==> config.mk <==
export PLATFORM = sky130hd
export DESIGN_NAME = vga_sync_delay
export DESIGN_NICKNAME = d
export VERILOG_FILES = /design/src/rtl/vga_pkg.sv /design/src/rtl/delay_tap_line.sv /design/src/rtl/vga_sync_delay.sv
export SDC_FILE = /design/constraint.sdc
export NUM_CORES = 1
export LEC_CHECK = 0
export ABC_AREA = 1
export CAP_MARGIN = 20
export CORE_MARGIN = 2
export CORE_UTILIZATION = 30
export CTS_BUF_LIST = sky130_fd_sc_hd__clkbuf_8
export DETAILED_ROUTE_END_ITERATION = 7
export HOLD_SLACK_MARGIN = 0.02
export PLACE_DENSITY_LB_ADDON = 0.08
export SLEW_MARGIN = 40
export SYNTH_ARGS = -nofsm -noshare
export SYNTH_HDL_FRONTEND = slang
export SYNTH_SLANG_ARGS = --single-unit
==> constraint.sdc <==
create_clock -name pclk -period 2.08 [get_ports pclk]
set_input_delay 0.312 -clock pclk [delete_from_list [all_inputs] [get_ports pclk]]
set_output_delay 0.312 -clock pclk [all_outputs]
set_load 0.005 [all_outputs]
==> src/rtl/vga_pkg.sv <==
// Shared constants and the VGA timing bundle type for the sync-delay pipeline.
package vga_pkg;

    localparam int CNT_W_DEF  = 11;
    localparam int DATA_W_DEF = 12;

    localparam logic SYNC_IDLE = 1'b0;
    localparam logic BLNK_IDLE = 1'b1;

    typedef struct packed {
        logic                  hsync;
        logic                  vsync;
        logic                  hblnk;
        logic                  vblnk;
        logic [CNT_W_DEF-1:0]  hcount;
        logic [CNT_W_DEF-1:0]  vcount;
        logic [DATA_W_DEF-1:0] rgb;
    } vga_bundle_t;

    // Flattened width of the bundle for arbitrary count/colour widths.
    function automatic int bundle_width(input int cnt_w, input int data_w);
        return 4 + 2 * cnt_w + data_w;
    endfunction

endpackage

==> src/rtl/delay_tap_line.sv <==
// Generic DEPTH x W shift chain with synchronous reset value and a
// combinational tap select (tap 0 is the live input, tap k is stage k-1).
module delay_tap_line #(
    parameter int DEPTH = 4,
    parameter int W     = 8,
    parameter int SEL_W = $clog2(DEPTH + 1)
) (
    input  logic             i_clk,
    input  logic             i_rst,
    input  logic [W-1:0]     i_rst_val,
    input  logic [W-1:0]     i_d,
    input  logic [SEL_W-1:0] i_sel,
    output logic [W-1:0]     o_tap
);

    logic [W-1:0] r_stage [DEPTH];

    always_ff @(posedge i_clk) begin
        if (i_rst) begin
            for (int k = 0; k < DEPTH; k++) begin
                r_stage[k] <= i_rst_val;
            end
        end else begin
            r_stage[0] <= i_d;
            for (int k = 1; k < DEPTH; k++) begin
                r_stage[k] <= r_stage[k-1];
            end
        end
    end

    // Selects beyond the chain fall back to the live input rather than indexing out of range.
    always_comb begin
        o_tap = i_d;
        for (int k = 1; k <= DEPTH; k++) begin
            if (i_sel == SEL_W'(k)) begin
                o_tap = r_stage[k-1];
            end
        end
    end

endmodule

==> src/rtl/vga_sync_delay.sv <==
// Run-time selectable delay for the VGA timing bundle and pixel data; the delay
// only changes on a vsync_in rising edge. Optional VGA_DELAY_FRAME_CNT_EN adds frame_cnt.
module vga_sync_delay
    import vga_pkg::*;
#(
    parameter int MAX_DELAY = 4,
    parameter int CNT_W     = CNT_W_DEF,
    parameter int DATA_W    = DATA_W_DEF,
    parameter int SEL_W     = $clog2(MAX_DELAY + 1)
) (
    input  logic              pclk,
    input  logic              rst,
    input  logic [SEL_W-1:0]  delay_sel,
    input  logic              hsync_in,
    input  logic              vsync_in,
    input  logic              hblnk_in,
    input  logic              vblnk_in,
    input  logic [CNT_W-1:0]  hcount_in,
    input  logic [CNT_W-1:0]  vcount_in,
    input  logic [DATA_W-1:0] rgb_in,
    output logic              hsync_out,
    output logic              vsync_out,
    output logic              hblnk_out,
    output logic              vblnk_out,
    output logic [CNT_W-1:0]  hcount_out,
    output logic [CNT_W-1:0]  vcount_out,
    output logic [DATA_W-1:0] rgb_out,
    output logic [SEL_W-1:0]  delay_active,
`ifdef VGA_DELAY_FRAME_CNT_EN
    output logic [15:0]       frame_cnt,
`endif
    output logic              primed
);

    localparam int BW     = bundle_width(CNT_W, DATA_W);
    localparam int FILL_W = $clog2(MAX_DELAY + 2);
    localparam logic [FILL_W-1:0] FILL_MAX = FILL_W'(MAX_DELAY + 1);
    localparam logic [SEL_W-1:0]  SEL_MAX  = SEL_W'(MAX_DELAY);

    logic [BW-1:0]     w_bundle_in;
    logic [BW-1:0]     w_idle;
    logic [BW-1:0]     w_tap;
    logic [SEL_W-1:0]  w_req;
    logic [SEL_W-1:0]  w_delay_next;
    logic [FILL_W-1:0] w_fill_next;
    logic              w_frame_edge;

    logic [BW-1:0]     r_out;
    logic [SEL_W-1:0]  r_delay_active;
    logic [FILL_W-1:0] r_fill;
    logic              r_vsync_prev;
    logic              r_primed;

    assign w_bundle_in = {hsync_in, vsync_in, hblnk_in, vblnk_in, hcount_in, vcount_in, rgb_in};
    assign w_idle      = {SYNC_IDLE, SYNC_IDLE, BLNK_IDLE, BLNK_IDLE,
                          {CNT_W{1'b0}}, {CNT_W{1'b0}}, {DATA_W{1'b0}}};

    assign w_req        = (delay_sel > SEL_MAX) ? SEL_MAX : delay_sel;
    assign w_frame_edge = vsync_in & ~r_vsync_prev;
    assign w_delay_next = w_frame_edge ? w_req : r_delay_active;
    assign w_fill_next  = (r_fill == FILL_MAX) ? r_fill : r_fill + FILL_W'(1);

    delay_tap_line #(
        .DEPTH (MAX_DELAY),
        .W     (BW),
        .SEL_W (SEL_W)
    ) u_taps (
        .i_clk     (pclk),
        .i_rst     (rst),
        .i_rst_val (w_idle),
        .i_d       (w_bundle_in),
        .i_sel     (r_delay_active),
        .o_tap     (w_tap)
    );

    // primed uses the post-edge fill and delay so it rises on the same edge as the first valid output.
    always_ff @(posedge pclk) begin
        if (rst) begin
            r_out          <= w_idle;
            r_delay_active <= '0;
            r_fill         <= '0;
            r_vsync_prev   <= 1'b0;
            r_primed       <= 1'b0;
        end else begin
            r_out          <= w_tap;
            r_delay_active <= w_delay_next;
            r_fill         <= w_fill_next;
            r_vsync_prev   <= vsync_in;
            r_primed       <= (int'(w_fill_next) >= int'(w_delay_next) + 1);
        end
    end

    assign {hsync_out, vsync_out, hblnk_out, vblnk_out, hcount_out, vcount_out, rgb_out} = r_out;
    assign delay_active = r_delay_active;
    assign primed       = r_primed;

`ifdef VGA_DELAY_FRAME_CNT_EN
    logic        r_vsync_out_prev;
    logic [15:0] r_frame_cnt;

    always_ff @(posedge pclk) begin
        if (rst) begin
            r_vsync_out_prev <= 1'b0;
            r_frame_cnt      <= 16'd0;
        end else begin
            r_vsync_out_prev <= vsync_out;
            if (vsync_out && !r_vsync_out_prev) begin
                r_frame_cnt <= r_frame_cnt + 16'd1;
            end
        end
    end

    assign frame_cnt = r_frame_cnt;
`endif

endmodule
=== Yosys cells after proc, flatten, opt, wreduce, memory -nomap -nowiden ===
Memory sizes are Yosys's and may differ from the RTL's.
Index checks and enable logic that the tools add are counted.

* Register bits: 46
* RAM bits: 152
* Output and inout bits: 42
* Logic and storage cells: 35
* Memories kept: 1

{| class="wikitable"
|+ Memory list
! memory !! depth !! width !! rd ports !! clocked after Yosys merged registers in !! write ports !! line !! source
|-
| u_taps.r_stage || 4 || 38 || 4 || 0 || 4 || delay_tap_line.sv:16 || <nowiki>logic [W-1:0] r_stage [DEPTH];</nowiki>
|}

* Add/sub/neg operators: 2
* $lt $le $gt $ge: 2
* Equal/unequal tests: 5
* Mux-type cells: 14
* Bitwise operators: 6

{| class="wikitable"
|+ Operator list
! cell !! count
|-
| $mux W38 || 8
|-
| $mux W3 || 3
|-
| $eq A3 B2 Y1 const B || 2
|-
| $eq A3 B3 Y1 const B || 2
|-
| $add A3 B1 Y4 const B || 1
|-
| $ge A3 B4 Y1 || 1
|-
| $or A1 B1 Y1 || 4
|-
| $add A3 B1 Y3 const B || 1
|-
| $eq A3 B1 Y1 const B || 1
|-
| $gt A3 B3 Y1 const B || 1
|-
| $mux W1 || 3
|-
| $and A1 B1 Y1 || 1
|-
| $not A1 Y1 || 1
|}

=== Depth between registers and ports, before layout ===
Gate-level depths: netlist (run 1).

* Word-level depth: 5
* Depth in mapped cells: 13
* Depth with buffers taken out: 13

=== Modules after synthesis ===
A second synthesis (run 1) with hierarchy kept.

* Cells, all modules: 1088
* Area, all modules: 7878.8 µm²

{| class="wikitable"
|+ By module, submodules not included
! module !! times used !! cells an instance !! area an instance (µm²) !! sequential area each (µm²)
|-
| delay_tap_line || 1 || 904 || 6352.3 || 3042.9
|-
| vga_sync_delay || 1 || 184 || 1526.5 || 920.9
|}

=== Worst setup path before layout (run 1) ===
OpenSTA, ideal clock, no wires.

* Path kind: reg2reg
* Start point: memory u_taps.r_stage[0][36] (netlist bit)
* End point: register r_primed (netlist: primed)
* Arrival: 1.712 ns
* Required time: 1.967 ns
* Path slack: 0.255 ns
* Cell stages (with the launch flop): 14
* Path through: dfxtp_1 -> inv_1 -> nand2_1 -> nor2_1 -> a22oi_1 -> inv_1 -> ha_1 -> inv_1 -> ha_1 -> a21boi_0 -> o21ai_0 -> nand2_1 -> nand2_1 -> nor2_1

{| class="wikitable"
|+ RTL lines
! element !! line !! source
|-
| start, declared || delay_tap_line.sv:16 ||
|-
| end signal, assigned || vga_sync_delay.sv:89 || <nowiki>r_primed <= (int'(w_fill_next) >= int'(w_delay_next) + 1);</nowiki>
|-
| end, declared || vga_sync_delay.sv:52 || <nowiki>logic r_primed;</nowiki>
|}

==> summary.txt, run 1 <==
Timing
  – WHS: 0.2088 ns
  – Skew final: 0.01759 ns
  – Slew headroom: 70.61%
  – Final setup vio count: 0
  – Worst slew pin tran: 0.4409 ns
  – Setup TNS: 0 ns
  – Fin. Hold Viols: 0
  – Final worst path period share: 90.43%
  – Fin crit period: 1.881 ns
  – Fmax: 531.6 MHz
  – Max Slew Vio Count: 0

Power and ir drop
  – Net switching power: 2.024 mW
  – Sequential share of power: 54.1%
  – Peak supply drop: 0.0003289 V
  – Net Sw Frac: 27.24%
  – Int Pwr: 5.408 mW
  – Lkg Pwr: 3.965 nW
  – Gate power share: 11.7%
  – Clk pwr share: 34.2%
  – PwrDens: 832.8 nW/um^2

Floorplanning
  – Core Region: 24110 um^2
  – Num rows: 57
  – IO Count: 85
  – Chip width: 160.0 um
  – Die Height: 160.0 um
  – Initial Util: 30.30%
  – Die area: 25610 um^2

Worst setup path
  – Number of cells on the critical path: 13
  – Critical R2R Launch: u_taps.r_stage[0][36]
  – Worst-path fanout max: 3
  – CP Cell Sequence: inv_1 > nand2_1 > nor2_1 > a22oi_2 > inv_1 > ha_1 > inv_1 > ha_1 > a21boi_1 > o21ai_0 > nand2_1 > nand2_1 > nor2_1
  – Worst path slowest cell: dfxtp_1
  – CP peak stage delay: 0.34 ns
  – Critical path class: flop to flop
  – Setup crit end kind: flop
  – CP required: 2.44 ns
  – R2r worst-path depth: 13
  – R2R Path End: primed
  – Crit start category: flop
  – CP bufs+invs: 3
  – Top delay family on crit path: adder cells
  – R2r setup slk: 0.20 ns
  – WP data arrival: 2.24 ns

Logic synthesis
  – Post-synth design cell area: 7305 um^2
  – Net Count, Synth: 1010
  – Count leader, synth: inv_1
  – Cell accounting for the most synthesized area: dfxtp_1
  – Synth top area cells: dfxtp_1 54%, inv_1 10%, nor2_1 7.9%
  – EDFF count, synth: 0
  – Yosys cell types: 25
  – Synth warnings: 0
  – Share of Yosys cell area claimed by the top area cell type: 53.99%
  – Seq/Total Area, Yosys: 53.99%
  – Synth Instances: 961
  – Mapped Avg Cell Area: 7.601 um^2
  – Synth Register Bits: 197
  – Top cells by count, synth: 200 x inv_1, 197 x dfxtp_1, 154 x nor2_1
  – Synth async-reset ratio: 0%
  – Top_reg_cell synth: dfxtp_1

Finish
  – FILL cells: 2647
  – Layout cells sized above 1: 7.163%
  – Final #Nets: 1083
  – Post-Layout Cell Count: 1371
  – Diodes inserted: 0
  – Area grow syn2layout: 22.17%
  – Final core occ: 37.02%

Placement
  – GPL Wtd Cong: 0.7128
  – Post-DP HPWL: 10.86 mm
  – IO buf count: 84
  – Placed cell count: 1339

Hold path
  – Hold_sp: rst
  – WHS Endpoint: u_taps.r_stage[0][51]
  – Worst Hold Class: primary input to flop
  – Worst hold path depth: 2

Drt
  – Initial drt markers: 250
  – DRC violations left: 0
  – Detail-routed net length per standard cell: 12.77 um
  – WL final: 17.51 mm
  – DR pass1 iterations: 4
  – Via/cell ratio: 4.139
  – Post-route ant nets: 0
  – Vias: 5675

CTS
  – Number of post-CTS setup repair buffers: 0
  – TritonCTS Buffers: 17
  – Clock transition at path regs: 0.11 ns
  – Clk buf depth: 2
  – Hold buffer count at cts: 0
  – Worst skew pair latency: 0.47 ns
  – Clock Sinks: 197
  – H-Tree Depth: 4
  – Root Driver: clkbuf_8
  – CTS tree: built

Outcome
  – Status: completed

Global route
  – Antenna violations before repair: 0
  – Tot GR Track Use: 14.28%
  – First-pass GRT wire length: 28.87 mm
  – Pin count of the biggest net entering global routing: 92
  – Global route overflow: 0
  – Vias in the first global route: 5497

Flow run
  – Max_cap viols: 0
## metal layers
layer	share of wire [%]	track usage [%]	wire length, um
met4	1.3	4.873	226
met2	48	24.18	8352
met5	0	0	0
met1	48	18.06	8434
met3	2.8	3.039	498
## state kept, by name (all words and copies together), names as in the netlist
| name | count |
|---|---|
| r_fill | 3 |
| u_taps.r_stage | 152 |
| delay_active | 3 |
| r_out | 38 |
| primed | 1 |
## power by group through the flow
stage | Sequential [mW] | Clock, mW | Combinational [mW]
final | 4.02 | 2.54 | 0.867
after global routing | 4.05 | 2.83 | 0.998
after CTS | 4.03 | 2.67 | 0.889
after detailed placement | 4.11 | 0 | 0.884
after global placement | 4.11 | 0 | 0.882
after floorplan | 4.11 | 0 | 0.459
## final cells by class
class	instances	area, um^2	area share (%)
clock buffer	18	247.7	2.776
clock inverter	14	158.9	1.781
inverter	205	769.5	8.623
multi-input combinational	500	2316	25.95
sequential	197	3945	44.21
tap	324	405.4	4.543
timing repair buffer	113	1081	12.11
## cell families after synthesis
| family | Yosys count | synth area share [%] |
|---|---|---|
| AND/OR/NAND/NOR | 339 | 19.78 |
| adder cells (fa/ha/maj) | 6 | 1.028 |
| flip-flops | 197 | 53.99 |
| buffers and inverters | 264 | 14.41 |
| XOR/XNOR | 2 | 0.2399 |
| AO/OA/AOI/OAI | 153 | 10.55 |
## worst max-delay path by stage
stage | end | from | slack (ns)
2_1_floorplan | primed | u_taps.r_stage[0][36] | 0.26
3_3_place_gp | primed | vsync_in | -0.24
3_5_place_dp | primed | vsync_in | -0.26
4_1_cts | primed | u_taps.r_stage[0][36] | 0.13
5_1_grt | primed | u_taps.r_stage[0][36] | -0.01
6_report | primed | u_taps.r_stage[0][36] | 0.20
## cells in the final DEF (no fill, tap or decap), types with 4 or more instances in the layout
master and count:
inv_8 5, ha_1 6, dfxtp_1 196, inv_2 5
nor2_1 154, inv_6 4, clkdlybuf4s50_1 83, nand4_1 36
buf_4 28, o21ai_1 5, a21oi_1 38, inv_1 201
nand2_1 103, nand3_1 38, o21ai_0 108, clkbuf_8 18
## repair_timing
item                                    in CTS  in global routing
gates resized for setup                      0                  2
endpoints found under the setup margin       0                  1
endpoints found under the hold margin        0                  0
## metrics by stage
stage	setup slack, ns	power [mW]	instance area, um^2
final	0.1990	7.432	8924
after global routing	-0.01154	7.875	8924
after CTS	0.1328	7.586	8919
after detailed placement	-0.2608	4.998	8512
after global placement	-0.2396	4.994	8512
after floorplan	0.2552	4.570	7305
Note: power is estimated with default switching activity, not from simulation.
==> run 2: changes to the inputs <==
--- a/config.mk
+++ b/config.mk
@@ -10,6 +10,7 @@
 export CORE_MARGIN = 2
 export CORE_UTILIZATION = 30
 export CTS_BUF_LIST = sky130_fd_sc_hd__clkbuf_8
+export CTS_CLUSTER_SIZE = 20
 export DETAILED_ROUTE_END_ITERATION = 7
 export HOLD_SLACK_MARGIN = 0.02
 export PLACE_DENSITY_LB_ADDON = 0.08
==> results of run 2 <==
No change in the layout: final DEF, timing and power equal those of run 1.
==> run 3: changes to the inputs <==
--- a/config.mk
+++ b/config.mk
@@ -6,9 +6,9 @@
 export NUM_CORES = 1
 export LEC_CHECK = 0
 export ABC_AREA = 1
-export CAP_MARGIN = 20
+export CAP_MARGIN = 25
 export CORE_MARGIN = 2
-export CORE_UTILIZATION = 30
+export CORE_UTILIZATION = 50
 export CTS_BUF_LIST = sky130_fd_sc_hd__clkbuf_8
 export CTS_CLUSTER_SIZE = 20
 export DETAILED_ROUTE_END_ITERATION = 7
==> constraint.sdc (replaced) <==
create_clock -name pclk -period 2.08 [get_ports pclk]
set_input_delay 0.312 -clock pclk [delete_from_list [all_inputs] [get_ports pclk]]
set_output_delay 0.312 -clock pclk [all_outputs]
set_load 0.02 [all_outputs]
==> run 3 against run 2 <==
Effect of this change: count of clock-buffer cells in the layout rose by 1; wire length decreased by 14%; register-to-register slack about the same; largest power group unchanged.
==> summary.txt, run 3 (same netlist as run 1, synthesis figures left out) <==
Worst setup path
  – Top delay family on crit path: buffers and inverters (was adder cells)
  – CP peak stage delay: 0.67 ns (was 0.34 ns)
  – WP data arrival: 1.60 ns (was 2.24 ns)
  – R2r worst-path depth: 13 (unchanged)
  – Worst path slowest cell: clkdlybuf4s50_1 (was dfxtp_1)
  – Setup crit end kind: primary output (was flop)
  – Critical path class: flop to primary output (was flop to flop)
  – CP bufs+invs: 1 (was 3)
  – CP Cell Sequence: clkdlybuf4s50_1 (was inv_1 > nand2_1 > nor2_1 > a22oi_2 > inv_1 > ha_1 > inv_1 > ha_1 > a21boi_1 > o21ai_0 > nand2_1 > nand2_1 > nor2_1)
  – Worst-path fanout max: 4 (was 3)
  – R2r setup slk: 0.19 ns (was 0.20 ns)
  – R2R Path End: primed (unchanged)
  – Critical R2R Launch: u_taps.r_stage[0][36] (unchanged)
  – Crit start category: flop (unchanged)
  – CP required: 1.77 ns (was 2.44 ns)

Placement
  – Post-DP HPWL: 9.160 mm (was 10.86 mm)
  – IO buf count: 84 (unchanged)
  – Placed cell count: 1193 (was 1339)
  – GPL Wtd Cong: 0.7348 (was 0.7128)
  – Pre-CTS setup slack: -0.2493 ns (was -0.2608 ns)

Power and ir drop
  – Sequential share of power: 53.6% (was 54.1%)
  – Net Sw Frac: 25.36% (was 27.24%)
  – Lkg Pwr: 3.944 nW (was 3.965 nW)
  – Peak supply drop: 0.0004359 V (was 0.0003289 V)
  – Net switching power: 1.905 mW (was 2.024 mW)
  – PwrDens: 858.1 nW/um^2 (was 832.8 nW/um^2)
  – Clk pwr share: 33.9% (was 34.2%)
  – Int Pwr: 5.605 mW (was 5.408 mW)
  – Gate power share: 12.5% (was 11.7%)

Global route
  – Global route overflow: 0 (unchanged)
  – Pin count of the biggest net entering global routing: 98 (was 92)
  – Tot GR Track Use: 19.98% (was 14.28%)
  – Vias in the first global route: 5323 (was 5497)
  – Antenna violations before repair: 0 (unchanged)
  – First-pass GRT wire length: 25.25 mm (was 28.87 mm)

CTS
  – Root Driver: clkbuf_8 (unchanged)
  – Clock transition at path regs: 0.10 ns (was 0.11 ns)
  – CTS tree: built (unchanged)
  – Clk buf depth: 2 (unchanged)
  – TritonCTS Buffers: 17 (unchanged)
  – H-Tree Depth: 4 (unchanged)
  – Worst skew pair latency: 0.46 ns (was 0.47 ns)
  – Clock Sinks: 197 (unchanged)
  – Number of post-CTS setup repair buffers: 0 (unchanged)

Finish
  – Most common cell after layout, fill and taps aside: inv_1 (unchanged)
  – Final #Nets: 1077 (was 1083)
  – Diodes inserted: 0 (unchanged)
  – Post-Layout Cell Count: 1225 (was 1371)
  – FILL cells: 1338 (was 2647)
  – Most frequent cells in the layout: 201 x inv_1, 196 x dfxtp_1, 154 x nor2_1, 108 x o21ai_0, 103 x nand2_1 (unchanged)
  – Largest regs: u_taps.r_stage: 152 flops, r_out: 38 flops (unchanged)
  – Top reg by flops: u_taps.r_stage (unchanged)
  – Multi-input logic area: 2316 um^2 (unchanged)
  – Layout cells sized above 1: 6.532% (was 7.163%)
  – Sequential Area: 3945 um^2 (unchanged)
  – Area grow syn2layout: 19.82% (was 22.17%)
  – Max FFs per register: 152 (unchanged)

Floorplanning
  – Die Height: 124.9 um (was 160.0 um)
  – Num rows: 44 (was 57)
  – Die area: 15590 um^2 (was 25610 um^2)
  – IO Count: 85 (unchanged)
  – Chip width: 124.9 um (was 160.0 um)
  – Core Region: 14420 um^2 (was 24110 um^2)
  – Initial Util: 50.64% (was 30.30%)

Drt
  – WL final: 15.05 mm (was 17.51 mm)
  – Top Metal Used: met4 (unchanged)
  – Post-route ant nets: 0 (unchanged)
  – DRC violations left: 0 (unchanged)
  – Initial drt markers: 396 (was 250)
  – DR pass1 iterations: 4 (unchanged)
  – Via/cell ratio: 4.633 (was 4.139)
  – Met1 wire length: 7.062 mm (was 8.434 mm)
  – Met3 wire len: 529 um (was 498 um)
  – Vias: 5676 (was 5675)
  – Detail-routed net length per standard cell: 12.28 um (was 12.77 um)
  – Met2 WL: 7.253 mm (was 8.352 mm)

Timing
  – Final setup vio count: 0 (unchanged)
  – Fmax: 521.9 MHz (was 531.6 MHz)
  – Slew headroom: 67.93% (was 70.61%)
  – Max Slew Vio Count: 0 (unchanged)
  – Worst setup margin: 0.1638 ns (was 0.1990 ns)
  – RSZ-0062 raised after global routing: false
  – Fin. Hold Viols: 0 (unchanged)
  – Skew final: 0.008366 ns (was 0.01759 ns)
  – Final worst path period share: 92.12% (was 90.43%)
  – Worst slew pin tran: 0.4811 ns (was 0.4409 ns)
  – Fin crit period: 1.916 ns (was 1.881 ns)

Hold path
  – Worst Hold Class: primary input to flop (unchanged)
  – WHS Endpoint: u_taps.r_stage[0][88] (was u_taps.r_stage[0][51])
  – Worst hold path depth: 2 (unchanged)
  – Hold_sp: rst (unchanged)

Flow run
  – Max_cap viols: 0 (unchanged)

Outcome
  – Status: completed (unchanged)
==> run 3: cell types whose count changed in the layout (fill, tap and decap cells not counted), moves of 2 or more <==
| cell | before | now |
|---|---|---|
| buf_12 | 2 | 5 |
| inv_6 | 4 | 1 |
| bufinv_16 | 1 | 3 |
| clkinvlp_4 | 0 | 4 |
| clkinv_2 | 0 | 3 |
| inv_8 | 5 | 0 |
| buf_4 | 28 | 19 |
==> run 3: worst max-delay path by stage <==
stage | from | to | slack, ns | cells past startpoint
6_report | delay_active[1] | delay_active[1] | 0.16 | 1
5_1_grt | u_taps.r_stage[0][36] | primed | 0.001 | 13
4_1_cts | u_taps.r_stage[0][36] | primed | 0.14 | 13
3_5_place_dp | vsync_in | primed | -0.25 | 12
3_3_place_gp | vsync_in | primed | -0.23 | 12
2_1_floorplan | delay_active[0] | primed | 0.18 | 11
==> run 3: area by class of cell <==
class / instances / share of cell area, %
sequential: 197 / 45.08
multi-input combinational: 500 / 26.46
timing repair buffer: 107 / 12.27
inverter: 205 / 8.792
clock buffer: 19 / 2.988
tap: 184 / 2.630
clock inverter: 13 / 1.787
==> run 3: power by group through the flow <==
stage	registers (mW)	logic, mW	clock network [mW]
2_1_floorplan	4.20	0.459	0
3_3_place_gp	4.11	0.937	0
3_5_place_dp	4.11	0.943	0
4_1_cts	4.02	0.948	2.62
5_1_grt	4.04	1.06	2.75
6_report	4.02	0.938	2.55
==> run 3: what timing repair did <==
| item | 4_1_cts | 5_1_grt |
|---|---|---|
| resized for setup | 0 | 1 |
| hold buffers | 0 | 0 |
| hold endpoints to repair | 0 | 0 |
| setup endpoints to repair | 0 | 1 |
==> run 3: metrics by stage <==
| stage | instance area (um^2) | power [mW] | hold WS [ns] | setup TNS [ns] | util [%] |
|---|---|---|---|---|---|
| after detailed placement | 8329 | 5.056 | 0.4001 | -0.2493 | 57.75 |
| final | 8752 | 7.510 | 0.2289 | 0 | 60.68 |
| after floorplan | 7305 | 4.663 | 0.3915 | 0 | - |
| after CTS | 8747 | 7.588 | 0.2078 | 0 | 60.64 |
| after global placement | 8329 | 5.048 | 0.3949 | -0.2267 | 57.75 |
| after global routing | 8752 | 7.855 | 0.2306 | 0 | 60.68 |
==> run 3: layer usage <==
metal,track usage (%),vias up
met5,0,-
met4,7.647,0
met3,3.522,14
met2,34.30,81
met1,25.12,2532
li1,-,3049
